## src/rtl/led_out_pkg.sv

```systemverilog
// rtl/led_out_pkg.sv - shared state encoding and default parameters for the LED output stage
package led_out_pkg;

  localparam int W_DEF             = 4;
  localparam int PWM_BITS_DEF      = 4;
  localparam int PRESCALE_DEF      = 1024;
  localparam int SETTLE_CYCLES_DEF = 16;

  typedef enum logic [1:0] {
    PASS   = 2'd0,
    HOLD   = 2'd1,
    SETTLE = 2'd2
  } state_t;

endpackage

```

## src/rtl/led_pwm.sv

```systemverilog
// rtl/led_pwm.sv - global PWM dimming generator; brightness is latched only at period wrap
module led_pwm #(
  parameter int PWM_BITS = 4,
  parameter int PRESCALE = 1024
) (
  input  logic                clk,
  input  logic                rst,
  input  logic [PWM_BITS-1:0] brightness,
  output logic                pwm_on
);

  localparam int              PS_W   = (PRESCALE > 1) ? $clog2(PRESCALE) : 1;
  localparam logic [PS_W-1:0] PS_MAX = PS_W'(PRESCALE - 1);

  logic [PS_W-1:0]     prescaler;
  logic [PWM_BITS-1:0] pwm_cnt;
  logic [PWM_BITS-1:0] bright_q;
  logic                tick;

  assign tick = (prescaler == PS_MAX);

  always_ff @(posedge clk or negedge rst) begin
    if (!rst) begin
      prescaler <= '0;
      pwm_cnt   <= '0;
      bright_q  <= '1;
    end else begin
      prescaler <= tick ? '0 : prescaler + PS_W'(1);
      if (tick) begin
        pwm_cnt <= pwm_cnt + PWM_BITS'(1);
        // Only take a new duty at the period boundary so no period is truncated
        if (pwm_cnt == '1) begin
          bright_q <= brightness;
        end
      end
    end
  end

  // Full scale is forced on so all-ones has no one-step dark gap per period
  assign pwm_on = (bright_q == '1) || (pwm_cnt < bright_q);

endmodule

```

## src/rtl/led_out_stage.sv

```systemverilog
// rtl/led_out_stage.sv - freezes the RM pattern across partial reconfiguration and drives dimmed LEDs
module led_out_stage
  import led_out_pkg::*;
#(
  parameter int W             = W_DEF,
  parameter int PWM_BITS      = PWM_BITS_DEF,
  parameter int PRESCALE      = PRESCALE_DEF,
  parameter int SETTLE_CYCLES = SETTLE_CYCLES_DEF
) (
  input  logic                clk,
  input  logic                rst,
  input  logic [W-1:0]        rm_led_in,
  input  logic                decouple_req,
  input  logic [PWM_BITS-1:0] brightness,
  output logic                decouple_ack,
  output logic [W-1:0]        pattern_q,
  output logic [W-1:0]        led_out
);

  localparam int               CNT_W         = (SETTLE_CYCLES > 1) ? $clog2(SETTLE_CYCLES) : 1;
  localparam logic [CNT_W-1:0] SETTLE_RELOAD = CNT_W'(SETTLE_CYCLES - 1);

  logic             dec_m;
  logic             dec_s;
  state_t           state_q;
  state_t           next_state;
  logic [CNT_W-1:0] settle_cnt;
  logic [CNT_W-1:0] next_cnt;
  logic             load_pattern;
  logic             pwm_on;

  always_ff @(posedge clk or negedge rst) begin
    if (!rst) begin
      dec_m <= 1'b0;
      dec_s <= 1'b0;
    end else begin
      dec_m <= decouple_req;
      dec_s <= dec_m;
    end
  end

  always_comb begin
    next_state   = state_q;
    next_cnt     = settle_cnt;
    load_pattern = 1'b0;
    case (state_q)
      PASS: begin
        if (dec_s) begin
          next_state = HOLD;
        end else begin
          load_pattern = 1'b1;
        end
      end
      HOLD: begin
        if (!dec_s) begin
          next_state = SETTLE;
          next_cnt   = SETTLE_RELOAD;
        end
      end
      SETTLE: begin
        // A new decouple request wins over counter expiry
        if (dec_s) begin
          next_state = HOLD;
        end else if (settle_cnt == '0) begin
          next_state = PASS;
        end else begin
          next_cnt = settle_cnt - CNT_W'(1);
        end
      end
      default: begin
        next_state = SETTLE;
        next_cnt   = SETTLE_RELOAD;
      end
    endcase
  end

  always_ff @(posedge clk or negedge rst) begin
    if (!rst) begin
      state_q      <= SETTLE;
      settle_cnt   <= SETTLE_RELOAD;
      decouple_ack <= 1'b1;
      pattern_q    <= '0;
      led_out      <= '0;
    end else begin
      state_q      <= next_state;
      settle_cnt   <= next_cnt;
      decouple_ack <= (next_state != PASS);
      if (load_pattern) begin
        pattern_q <= rm_led_in;
      end
      led_out <= pattern_q & {W{pwm_on}};
    end
  end

  led_pwm #(
    .PWM_BITS (PWM_BITS),
    .PRESCALE (PRESCALE)
  ) u_pwm (
    .clk        (clk),
    .rst        (rst),
    .brightness (brightness),
    .pwm_on     (pwm_on)
  );

endmodule

```

## config.mk

```make
export PLATFORM = sky130hd
export DESIGN_NAME = led_out_stage
export DESIGN_NICKNAME = d
export VERILOG_FILES = /design/src/rtl/led_out_pkg.sv /design/src/rtl/led_pwm.sv /design/src/rtl/led_out_stage.sv
export SDC_FILE = /design/constraint.sdc
export NUM_CORES = 1
export LEC_CHECK = 0
export ABC_AREA = 0
export BUFFER_PORTS_ARGS = -buffer_cell sky130_fd_sc_hd__buf_2
export CORE_MARGIN = 2
export CORE_UTILIZATION = 35
export CTS_CLUSTER_DIAMETER = 120
export DETAILED_ROUTE_END_ITERATION = 10
export PLACE_DENSITY = 0.63
export SKIP_CTS_REPAIR_TIMING = 1
export SYNTH_ARGS = -nofsm -noshare
export SYNTH_HDL_FRONTEND = slang
export SYNTH_SLANG_ARGS = --single-unit
```

## constraint.sdc

```tcl
create_clock -name clk -period 2 [get_ports clk]
set_clock_uncertainty 0.2 [all_clocks]
set_input_delay 0.4 -clock clk [delete_from_list [all_inputs] [get_ports clk]]
set_output_delay 0.4 -clock clk [all_outputs]
set_load 0.01 [all_outputs]
```

==> run metrics <==
fin cells 215; ranking of synthesized cells by area dfrtp_1, dfstp_2, ha_1; Worst Setup EP state_q[1]; Synth top area share 38.4%; # IOs 20; initial antenna violation count 0; antenna cell count 0; share of layout cells above drive strength 1 31.9%; clk slew on worst S/H paths 80 ps; R2R depth 5; simple-gate share of the synthesized area between 10% and 20%; clk sinks 35; total core area around 4400 µm²; DR pass1 iterations 4; HPWL after DPL ~2100 µm; sequential area share after synthesis 54.5%; Root Driver clkbuf_8; Avg Inst Size Synth 11.8 µm²; worst-margin pin slew 421 ps; hold crit path type primary input to flop; Hold Vio Cnt, Final 0; Post-Syn Nets 155; # rows 24; largest net degree at the start of global routing 36; cell taking the most area after synthesis dfrtp_1; # DRC 0; TritonCTS Buffers 5; final setup fails 0; delay-heaviest family, CP flip-flops; CP max stage delay 570 ps; first-pass GRT wire length 5360 µm; Max Fanout on Critical Path 5; Crit. path cell count 5; Pwr Total 1.68 mW; clk_lat worst skew 290 ps; vias in the first global route between 1000 and 1500; Hold Crit Depth 1; via count 1163; GRT Residual Overflow 0; Period minus WS final between 1500 and 2000 ps; WL/cell 14.2 µm; FMAX around 0.56 GHz; post-synthesis cell type count 42; most common cell in the netlist dfrtp_1; maxcap violations 0; Synth Area in Compound Gates 11.3%; CTS H-tree lvls 2; register area between 800 and 900 µm²; final period utilization 89.0%; area grow syn2layout 17.6%; initial DRC count 55; EDFF count, synth 0; Global Route Usage Sum a little over an eighth; WS Path Type flop to flop; Synth Area in XOR/XNOR 4.30%; Pwr Density 875 nW/µm²; port bufs 19; Synth top cells by count dfrtp_1, dfstp_2, o21ai_0, a21oi_1, inv_1; Mapped Area ~1600 µm²; CP startpoint settle_cnt[0]; Yosys reg bits 35; critical path capture point type flop; Synth Flop Type dfrtp_1; vias per inst 5.41; Multi-input gate area 684 µm²; placed insts 206; RR Endpoint state_q[1]; post-route setup TNS 0 ps; outcome completed; CP bufs+invs 1; CTS tree yes; drt total wl 3050 µm; slew margin rel. 71.7%; Max rail drop VDD 0.329 mV; Die Wd 72.3 µm; Setup crit start kind flop; internal reg-to-reg setup slack between 200 and 250 ps; nets 179; CTS Buffer Depth 2; P_leak 0.847 nW; cell chain of the critical path inv_1 -> ha_1 -> nor3b_1 -> nor3_1 -> a2bb2oi_1; Slowest-stage cell, CP dfstp_2; DIE AREA 5220 µm²; post-synthesis adder-cell area fraction 4.60%; RSZ-0062 raised after global routing no; main combinational cell family by area after synthesis simple AND/OR/NAND/NOR gates; Arrival @ worst endpoint approximately 1800 ps; RePlAce Congestion 0.773; Die Y 72.3 µm; Ys Warns 0; starting density of the core 36.9%; max-slew violations 0; Final ANT Viol Nets 0; ys async rst share 100%; reg-to-reg startpoint settle_cnt[0]; synthesized instance count 138; post-synthesis mux area share 7.14%; fill count between 400 and 500; Worst EP required ~2000 ps
==> metal layers <==
layer	share of wire [%]	wire length (µm)	global-route usage [%]	up-vias
met2	46	1390	21.0	40
met4	2.3	70	8.18	0
met5	0	0	0	-
met3	5.4	165	4.03	8
li1	-	-	-	548
met1	47	1420	16.8	567
==> layout make-up <==
| type | count | area share [%] |
|---|---|---|
| timing repair buffer | 22 | 6.27 |
| inverter | 7 | 1.37 |
| clock inverter | 2 | 3.13 |
| multi-input combinational | 91 | 35.7 |
| clock buffer | 6 | 3.79 |
| tap | 52 | 3.39 |
| sequential | 35 | 46.3 |
==> state kept, by name (all words and copies together) (netlist names) <==
register and count:
pattern_q 4, decouple_ack 1, u_pwm.bright_q 4, state_q 2
u_pwm.prescaler 10, led_out 4, u_pwm.pwm_cnt 4, dec_m 1
settle_cnt 4, dec_s 1
==> worst min-delay path by stage <==
stage                  to  slack (ps)         start
3_5_place_dp        dec_s         140         dec_m
4_1_cts        led_out[2]         -60           rst
2_1_floorplan       dec_m        -100           rst
3_3_place_gp        dec_s         140         dec_m
5_1_grt             dec_m           5  decouple_req
6_report            dec_m          20  decouple_req
==> power by group <==
part           internal [mW]  leakage [nW]  switching [mW]  total [mW]
registers              0.752         0.423          0.0354       0.787
logic                 0.0629         0.358          0.0690       0.132
clock network          0.498        0.0654           0.260       0.759
==> per-stage QoR <==
stage | utilization, % | hold WS, ps | setup WS [ps] | cell area, µm²
floorplan | - | -95.6 | 406 | 1630
global placement | 40.2 | 136 | 361 | 1770
detailed placement | 40.2 | 136 | 296 | 1770
CTS | 43.2 | -56.0 | 230 | 1910
global route | 43.4 | 5.34 | 132 | 1920
finish | 43.4 | 18.9 | 221 | 1920
==> layout by cell type, fill, tap and decap left out, drive strengths merged, types with 2 or more instances in the layout <==
cell,n
nor3,2
o21ai,8
ha,6
nor2,6
dfstp,10
clkbuf,6
xor2,2
nand3,6
nand2b,2
and2,2
and4,4
dfrtp,25
bufinv,2
mux2,9
buf,21
xnor2,6
nand2,5
and3,3
inv,7
nand4,6
o31a,2
a21oi,7
==> logic make-up (layout without fill, tap and decap cells) <==
family,count (synthesis),count (layout)
AND/OR/NAND/NOR,40,40
XOR/XNOR,8,8
flip-flops,35,35
AO/OA/AOI/OAI,28,28
multiplexers,9,9
adder cells (fa/ha/maj),6,6
buffers and inverters,12,37
==> worst reg2reg max path, stage by stage (launching register included) <==
cell	delay [ps]
dfstp_2	570
inv_1	50
ha_1	230
nor3b_1	160
nor3_1	310
a2bb2oi_1	190
Power figures use the tool's default switching activity.
